[config.mk]
export PLATFORM = sky130hd
export DESIGN_NAME = bullet_controller
export DESIGN_NICKNAME = d
export VERILOG_FILES = /design/src/rtl/game_pkg.sv /design/src/rtl/button_edge_sync.sv /design/src/rtl/bullet_controller.sv
export SDC_FILE = /design/constraint.sdc
export NUM_CORES = 1
export LEC_CHECK = 0
export BUFFER_PORTS_ARGS = -buffer_cell sky130_fd_sc_hd__buf_4
export CAP_MARGIN = 20
export CORE_UTILIZATION = 40
export CTS_BUF_LIST = sky130_fd_sc_hd__clkbuf_8
export CTS_CLUSTER_DIAMETER = 30
export DETAILED_ROUTE_END_ITERATION = 8
export GPL_ROUTABILITY_DRIVEN = 0
export GPL_TIMING_DRIVEN = 0
export PLACE_DENSITY = 0.74
export SLEW_MARGIN = 10
export SYNTH_ARGS = -nofsm -noshare
export SYNTH_HDL_FRONTEND = slang
export SYNTH_SLANG_ARGS = --single-unit
export TNS_END_PERCENT = 20
[constraint.sdc]
create_clock -name clk -period 8.6 [get_ports clk]
set_clock_uncertainty 0.1 [all_clocks]
set_input_delay 2.58 -clock clk [delete_from_list [all_inputs] [get_ports clk]]
set_output_delay 2.58 -clock clk [all_outputs]
set_load 0.01 [all_outputs]
[src/rtl/game_pkg.sv]
// Shared game constants, coordinate type and bullet state encoding.
// Used by the bullet, ship and colour-selector blocks.
package game_pkg;

  localparam int COORD_W  = 19;
  localparam int SCREEN_W = 640;
  localparam int SCREEN_H = 480;
  localparam int SHIP_W   = 100;
  localparam int BULLET_W = 20;
  localparam int BULLET_H = 20;

  typedef logic [COORD_W-1:0] coord_t;

  typedef enum logic [1:0] {
    IDLE     = 2'd0,
    FLYING   = 2'd1,
    COOLDOWN = 2'd2
  } bullet_state_e;

  localparam coord_t PARK_X    = coord_t'(SCREEN_W);
  localparam coord_t PARK_Y    = coord_t'(SCREEN_H);
  localparam coord_t LAUNCH_DX = coord_t'((SHIP_W - BULLET_W) / 2);
  localparam coord_t LAUNCH_DY = coord_t'(BULLET_H);

endpackage

[src/rtl/button_edge_sync.sv]
// Two-flop synchroniser plus one-cycle rising-edge pulse for a button.
// A button held through reset must be released before it can fire.
module button_edge_sync (
  input  logic clk,
  input  logic resetn,
  input  logic btn,
  output logic rise
);

  logic       s1_q, s1_d;
  logic       s2_q, s2_d;
  logic       prev_q, prev_d;
  logic [1:0] fill_q, fill_d;
  logic       armed_q, armed_d;

  // fill marks when s2 holds a real post-reset sample; armed once it reads low
  always_comb begin
    s1_d    = btn;
    s2_d    = s1_q;
    prev_d  = s2_q;
    fill_d  = {fill_q[0], 1'b1};
    armed_d = armed_q | (fill_q[1] & ~s2_q);
  end

  // synchroniser, edge and arming registers
  always_ff @(posedge clk) begin
    if (!resetn) begin
      s1_q    <= 1'b0;
      s2_q    <= 1'b0;
      prev_q  <= 1'b0;
      fill_q  <= 2'b00;
      armed_q <= 1'b0;
    end else begin
      s1_q    <= s1_d;
      s2_q    <= s2_d;
      prev_q  <= prev_d;
      fill_q  <= fill_d;
      armed_q <= armed_d;
    end
  end

  assign rise = armed_q & s2_q & ~prev_q;

endmodule

[src/rtl/bullet_controller.sv]
// Player bullet: launch from ship, climb once per frame, retire on hit/top.
// Parks at (SCREEN_W, SCREEN_H) whenever inactive.
module bullet_controller
  import game_pkg::*;
#(
  parameter int SPEED           = 8,
  parameter int COOLDOWN_FRAMES = 4
) (
  input  logic               clk,
  input  logic               resetn,
  input  logic               frame_tick,
  input  logic               fire,
  input  logic               hit,
  input  logic [COORD_W-1:0] ship_x,
  input  logic [COORD_W-1:0] ship_y,
  output logic [COORD_W-1:0] min_x_bullet,
  output logic [COORD_W-1:0] min_y_bullet,
  output logic               bullet_active
);

  localparam int     CNT_W = $clog2(COOLDOWN_FRAMES + 1);
  localparam coord_t STEP  = coord_t'(SPEED);

  bullet_state_e    state_q, state_d;
  coord_t           x_q, x_d;
  coord_t           y_q, y_d;
  logic             active_q, active_d;
  logic             pending_q, pending_d;
  logic [CNT_W-1:0] cnt_q, cnt_d;
  logic             fire_rise;

  button_edge_sync u_fire_sync (
    .clk    (clk),
    .resetn (resetn),
    .btn    (fire),
    .rise   (fire_rise)
  );

  // next-state and next-output logic
  always_comb begin
    state_d   = state_q;
    x_d       = x_q;
    y_d       = y_q;
    active_d  = active_q;
    pending_d = 1'b0;
    cnt_d     = cnt_q;
    unique case (state_q)
      IDLE: begin
        x_d       = PARK_X;
        y_d       = PARK_Y;
        active_d  = 1'b0;
        pending_d = pending_q | fire_rise;
        if (frame_tick && (pending_q || fire_rise)) begin
          x_d       = ship_x + LAUNCH_DX;
          y_d       = (ship_y >= LAUNCH_DY) ? ship_y - LAUNCH_DY : '0;
          active_d  = 1'b1;
          pending_d = 1'b0;
          state_d   = FLYING;
        end
      end
      FLYING: begin
        if (hit || (frame_tick && y_q < STEP)) begin
          x_d      = PARK_X;
          y_d      = PARK_Y;
          active_d = 1'b0;
          cnt_d    = CNT_W'(COOLDOWN_FRAMES);
          state_d  = COOLDOWN;
        end else if (frame_tick) begin
          y_d = y_q - STEP;
        end
      end
      COOLDOWN: begin
        x_d      = PARK_X;
        y_d      = PARK_Y;
        active_d = 1'b0;
        if (frame_tick) begin
          if (cnt_q == CNT_W'(1)) begin
            cnt_d   = '0;
            state_d = IDLE;
          end else begin
            cnt_d = cnt_q - CNT_W'(1);
          end
        end
      end
      default: begin
        x_d      = PARK_X;
        y_d      = PARK_Y;
        active_d = 1'b0;
        cnt_d    = '0;
        state_d  = IDLE;
      end
    endcase
  end

  // state and registered outputs
  always_ff @(posedge clk) begin
    if (!resetn) begin
      state_q   <= IDLE;
      x_q       <= PARK_X;
      y_q       <= PARK_Y;
      active_q  <= 1'b0;
      pending_q <= 1'b0;
      cnt_q     <= '0;
    end else begin
      state_q   <= state_d;
      x_q       <= x_d;
      y_q       <= y_d;
      active_q  <= active_d;
      pending_q <= pending_d;
      cnt_q     <= cnt_d;
    end
  end

  assign min_x_bullet  = x_q;
  assign min_y_bullet  = y_q;
  assign bullet_active = active_q;

endmodule

==> flow_summary_export.csv, run 1 <==
group,metric,value,unit
route,drc_violations_left,0,
route,routedWlPerCell,14.73,um
layout,layout.cell_area.non_filler,3756,um^2
sta,max_freq,0.2151,GHz
synth,synth.yosys.seq_area_share,34.66,%
sta,post-route-period-util,54.06,%
synth,synth-edff-count,0,
critical_path,worstRegToRegCells,8,
synth,dominantRegCellSynth,"dfxtp_1",
route,drtIter0Drc,236,
critical_path,critical_path_startpoint,"ship_y[2]",
clock_network,holdBufCountCts,0,
synth,netlist_area,2945,um^2
global_route,via_count_of_the_first_global_routing_pass,2702,
synth,synth_area_leaders,"dfxtp_1 35%, xnor2_1 5.9%, nor2_1 5.5%, a21oi_1 4.4%, ha_1 3.8%",
critical_path,critical_path_class,"input pin to flip-flop",
sta,max-slew-margin-rel,41.77,%
sta,grt_setup_unrepaired,"false",
layout,final_layout_net_count,504,
die,placement_rows,30,
status,status,"finished, final reports clean",
synth,mappedNetlistNets,417,
clock_network,post_cts_resized,0,
synth,most_frequent_cell_after_synthesis,"dfxtp_1",
critical_path,worst-path-max-fanout,10,
critical_path,worst_setup_path_endpoint,"min_y_bullet[14]",
global_route,groute.usage.overall,21.89,%
route,vias,2979,
die,die_x,87.81,um
global_route,grt.overflow.total,0,
route,firstDrtPassIters,4,
sta,timing.final.hold_violations,0,
die,effective_utilization_at_floorplan,42.41,%
die,die_area,7711,um^2
critical_path,regToRegSetupSlack,5.91,ns
synth,synth_cell_types,57,
synth,yosys.area.top_type,"dfxtp_1",
route,avgViaCountPerCell,5.426,
global_route,initial_antenna_violation_count,0,
synth,synth_largest_type_area_fraction,34.66,%
sta,fin_setup_tns,0,ns
die,io_pins,82,
synth,post_synth_arst_share,0,%
global_route,grt_first_pass_wirelength,13170,um
global_route,grt_start_max_net_pins,17,
sta,period_minus_slack,4.650,ns
clock_network,clock_sink_count,51,
clock_network,ctsLongestPathBuffers,2,
synth,netlist_top_cells_count,"51 x dfxtp_1, 43 x nor2_1, 26 x a21oi_1, 23 x nand2_1",
layout,num_antenna_cells,0,
clock_network,postCtsSetupBuffers,0,
sta,setup_viol_count_final,0,
clock_network,clk_transition_reported_paths,0.10,ns
placed_design,placed_area,3666,um^2
synth,post_syn_area_per_cell,8.069,um^2
pwr,power_per_cell_area,137.8,nW/um^2
clock_network,clock-root-buffer,"clkbuf_8",
worst_hold_path,min-delay-path-class,"flip-flop to flip-flop",
synth,yosys_warnings,0,
die,core_area,6944,um^2
clock_network,cts_inserted_buffers,5,
synth,synth-seq-cells,51,
sta,final_max_slew_viol_count,0,
sta,timing_worst_slew_pin_value,0.8683,ns
pwr,irDropWorstVdd,0.08341,mV
critical_path,worstReg2RegEnd,"min_y_bullet[9]",
placed_design,dp.final_hpwl,6369,um
clock_network,tritoncts,"built",
clock_network,cts.htree.levels,2,
route,remaining_number_of_nets_flagged_by_the_antenna_check_after_routing,0,
layout,synthToLayoutAreaGrowth,27.53,%
critical_path,crit_path_start_kind,"input pin",
critical_path,cp.required,8.69,ns
route,wl,8089,um
layout,drive_gt1_share,22.52,%
critical_path,rr_startpoint,"state_q[0]",
placed_design,io_buffer_count,80,
die,fp.dieH,87.81,um
clock_network,clk-insertion-delay-late,0.31,ns
synth,synthCells,365,
pwr,power_leakage,1.454,nW
critical_path,crit_end_element,"flip-flop",
job,cap_violations,0,
critical_path,worstPathArrival,4.74,ns
## sequential cells by signal, summed over array words and instances, names as in the netlist
signal	flops
u_fire_sync.prev_d	1
min_x_bullet	19
pending_q	1
u_fire_sync.armed_q	1
state_q	2
u_fire_sync.prev_q	1
u_fire_sync.fill_q	2
bullet_active	1
u_fire_sync.s1_q	1
min_y_bullet	19
cnt_q	3
## how the worst min path moves through the flow
stage / cells past startpoint / to / from
after global routing: 1 / u_fire_sync.prev_d / u_fire_sync.s1_q
after detailed placement: 1 / u_fire_sync.fill_q[1] / u_fire_sync.fill_q[0]
after floorplan: 1 / u_fire_sync.fill_q[1] / u_fire_sync.fill_q[0]
final: 1 / u_fire_sync.prev_d / u_fire_sync.s1_q
after global placement: 1 / u_fire_sync.fill_q[1] / u_fire_sync.fill_q[0]
after CTS: 1 / u_fire_sync.prev_d / u_fire_sync.s1_q
## placed cells by master (no fill, tap or decap), drive strengths merged, types with 4 or more instances in the layout
| master | synthesis | final |
|---|---|---|
| o22ai | 7 | 7 |
| dfxtp | 51 | 51 |
| o21ai | 18 | 18 |
| nor2b | 4 | 4 |
| o22a | 4 | 4 |
| nor4 | 8 | 8 |
| a31oi | 5 | 5 |
| a21oi | 26 | 26 |
| a22oi | 9 | 9 |
| nand2 | 23 | 23 |
| nand2b | 4 | 4 |
| or3 | 5 | 5 |
| nand3 | 18 | 18 |
| nor3 | 20 | 20 |
| nand4 | 5 | 5 |
| xor2 | 11 | 11 |
| xnor2 | 20 | 20 |
| ha | 9 | 9 |
| inv | 17 | 18 |
| buf | 3 | 83 |
| clkbuf | 11 | 16 |
| o31ai | 6 | 6 |
| nor2 | 44 | 44 |
## layer usage
layer | vias up | wire, um | track usage (%)
met5 | - | 0 | 0
met4 | 0 | 59 | 8.197
met3 | 6 | 470 | 3.205
met2 | 94 | 3864 | 34.95
met1 | 1387 | 3695 | 29.89
li1 | 1492 | - | -
## area by class of cell
cell class | instances | area (um^2)
Clock buffer | 5 | 68.82
Timing Repair Buffer | 80 | 600.6
Fill cell | 700 | 3188
Multi-Input combinational cell | 283 | 1803
Buffer | 14 | 57.56
Inverter | 17 | 63.81
Sequential cell | 51 | 1021
Clock inverter | 3 | 21.27
Tap cell | 96 | 120.1
## power by group
part           switching, mW  internal [mW]  total [mW]
Clock                 0.0833         0.0575       0.141
Combinational         0.0793         0.0500       0.129
Sequential           0.00546          0.242       0.248
Total                  0.168          0.350       0.518
## kinds of logic after synthesis
logic type,share of synthesized area [%]
mux,0.3399
fa+ha+maj,3.823
flops,34.66
xor+xnor,9.218
compound gates,22.18
simple gates,25.66
buf+inv,4.120
## worst max-delay path: stages
cell and delay [ns]:
buf_4 0.12, ha_1 0.18, nor4bb_1 0.14, a2111o_1 0.46, o31ai_2 0.74, inv_1 0.17
a21boi_0 0.25, o32ai_1 0.11
## through the flow
step	setup slack (ns)	hold slack, ns	utilization (%)	total power, mW	instances
after floorplan	4.101	0.3119	-	0.3300	365
after global placement	3.680	0.3216	52.79	0.3786	541
after detailed placement	3.650	0.3307	52.79	0.3804	541
after CTS	3.958	0.3511	54.09	0.5184	549
after global routing	3.694	0.3603	54.09	0.5427	549
final	3.950	0.3440	54.09	0.5176	549
Note: power is estimated with default switching activity, not from simulation.
==> run 2, diff against run 1 <==
PLACE_DENSITY = 0.76   (was 0.74)
clock period = 4 ns   (was 8.6 ns; I/O delays follow)
==> run 2 against run 1 <==
  * Non-clock buffer count is the same
  * Sequential share of layout area is essentially flat
  * Global-route usage grew 0.45 points
  * Clock-buffer cell count is the same
  * Highest routed layer unchanged
  * Final cell count is the same
  * Flip-flop and latch count is the same
  * Die area is the same
  * Design area is essentially flat
  * Combinational power grew 120%
  * Clock power grew 120%
  * First-iteration DRC count shrank 1.7%
  * Core utilization is essentially flat
==> flow_summary_export.csv, run 2 (synthesis gave the netlist of run 1 again) <==
group,metric,value,unit
die,placement_rows,30,
sta,grt_setup_unrepaired,"false",
layout,mostFrequentLayoutCell,"buf_4",
sta,setup_viol_count_final,0,
sta,post-route-period-util,81.05,%
clock_network,cts.htree.levels,2,
route,remaining_number_of_nets_flagged_by_the_antenna_check_after_routing,0,
clock_network,tritoncts,"built",
clock_network,postCtsSetupBuffers,0,
pwr,switching_power,369.4,uW
layout,final_layout_net_count,504,
sta,timing_worst_slew_pin_value,0.9098,ns
critical_path,critical_path_class,"input pin to flip-flop",
critical_path,crit_path_start_kind,"input pin",
die,fp.dieH,87.81,um
global_route,via_count_of_the_first_global_routing_pass,2797,
critical_path,crit_end_element,"flip-flop",
critical_path,path_cells,"buf_4, nor4_1, nand2_1, o31ai_2, inv_1, a21boi_0, o32ai_1",
pwr,power.sequential.fraction,47.4,%
die,effective_utilization_at_floorplan,42.41,%
die,die_area,7711,um^2
critical_path,cpMaxStageDelayCell,"o31ai_2",
global_route,grt_first_pass_wirelength,13480,um
critical_path,worst-path-max-fanout,10,
critical_path,cp.required,4.09,ns
layout,drive_gt1_share,22.74,%
status,status,"finished, final reports clean",
critical_path,cpLargestDelayFamily,"compound AO/OA/AOI/OAI gates",
sta,timing.final.hold_violations,0,
pwr,irDropWorstVdd,0.1582,mV
global_route,grt.overflow.total,0,
sta,fin_setup_tns,0,ns
route,wl,8378,um
route,vias,3000,
layout,fillCellCount,677,
layout,finish.utilization,54.11,%
worst_hold_path,min_from,"u_fire_sync.fill_q[0]",
layout,num_antenna_cells,0,
critical_path,cp_slowest_stage_delay,0.71,ns
route,drtIter0Drc,232,
clock_network,clk-insertion-delay-late,0.32,ns
die,io_pins,82,
job,cap_violations,0,
global_route,initial_antenna_violation_count,0,
placed_design,dp.final_hpwl,6438,um
clock_network,clock-root-buffer,"clkbuf_8",
pwr,clkPwrFrac,27.7,%
critical_path,critical_path_startpoint,"ship_y[10]",
route,drc_violations_left,0,
pwr,cell_internal_pwr,753.7,uW
die,die_x,87.81,um
clock_network,clk_transition_reported_paths,0.10,ns
sta,max_freq,0.3085,GHz
pwr,power_leakage,1.453,nW
global_route,grt_start_max_net_pins,18,
pwr,power_per_cell_area,298.9,nW/um^2
layout,synthToLayoutAreaGrowth,27.57,%
die,core_area,6944,um^2
critical_path,rr_startpoint,"state_q[0]",
critical_path,worstPathArrival,3.34,ns
clock_network,clock_sink_count,51,
placed_design,io_buffer_count,80,
layout,layout_common_cells,"80 x buf_4, 51 x dfxtp_1, 43 x nor2_1",
clock_network,post_cts_resized,0,
route,avgViaCountPerCell,5.464,
clock_network,cts_inserted_buffers,5,
sta,max-slew-margin-rel,38.79,%
clock_network,ctsLongestPathBuffers,2,
pwr,switching_share,32.89,%
worst_hold_path,min-delay-path-class,"flip-flop to flip-flop",
route,firstDrtPassIters,5,
route,routedWlPerCell,15.26,um
clock_network,holdBufCountCts,0,
pwr,power_frac_comb,24.9,%
global_route,groute.usage.overall,22.35,%
sta,period_minus_slack,3.242,ns
critical_path,timing.critical_path.buf_inv,2,
sta,final_max_slew_viol_count,0,
[run 2: changes by cell type in the layout (fill, tap and decap cells not counted)]
cell and delta:
clkinv_2 +1, clkinv_4 -1, inv_1 -1, inv_6 +1
[run 2: stage by stage]
stage | cells | hold slack (ns) | area (um^2) | power [mW] | setup WS, ns
2_1_floorplan | 365 | 0.3119 | 2945 | 0.7096 | 0.8812
3_3_place_gp | 541 | 0.3187 | 3666 | 0.8126 | 0.4877
3_5_place_dp | 541 | 0.3211 | 3666 | 0.8175 | 0.4652
4_1_cts | 549 | 0.3403 | 3757 | 1.122 | 0.7711
5_1_grt | 549 | 0.3583 | 3757 | 1.180 | 0.5088
6_report | 549 | 0.3421 | 3757 | 1.123 | 0.7581
[run 2: worst register-to-register path: stages, from the launching register on]
cell and delay, ns:
dfxtp_1 0.32, inv_1 0.10, ha_1 0.33, inv_1 0.14
a211oi_1 0.77, o31ai_2 0.38, a21oi_1 0.29, a21oi_1 0.07
o21ai_0 0.16
[run 2: cell type report]
class	instances	area (um^2)	share of cell area, %
Sequential cell	51	1021	27.17
Tap cell	96	120.1	3.197
Inverter	17	63.81	1.698
Timing Repair Buffer	80	600.6	15.98
Clock buffer	5	68.82	1.832
Clock inverter	3	22.52	0.5994
Buffer	14	57.56	1.532
Multi-Input combinational cell	283	1803	47.99
[run 2: routing by layer]
| metal | GRT usage, % | part of all wire (%) |
|---|---|---|
| met5 | 0 | 0 |
| met4 | 6.855 | 1.3 |
| met3 | 3.864 | 6.0 |
| met2 | 37.14 | 48 |
| met1 | 29.49 | 44 |
[run 2: power groups by stage]
stage	Sequential [mW]	Clock, mW	Combinational (mW)
floorplan	0.545	0	0.165
global placement	0.543	0	0.269
detailed placement	0.544	0	0.273
CTS	0.532	0.314	0.276
global route	0.534	0.339	0.307
finish	0.532	0.311	0.280
[run 2: worst paths after layout]
check,endpoint,slack (ns),depth (start not counted)
max,min_y_bullet[14],0.76,7
min,u_fire_sync.fill_q[1],0.34,1
max reg2reg,min_y_bullet[9],1.28,8
min reg2reg,u_fire_sync.fill_q[1],0.34,1
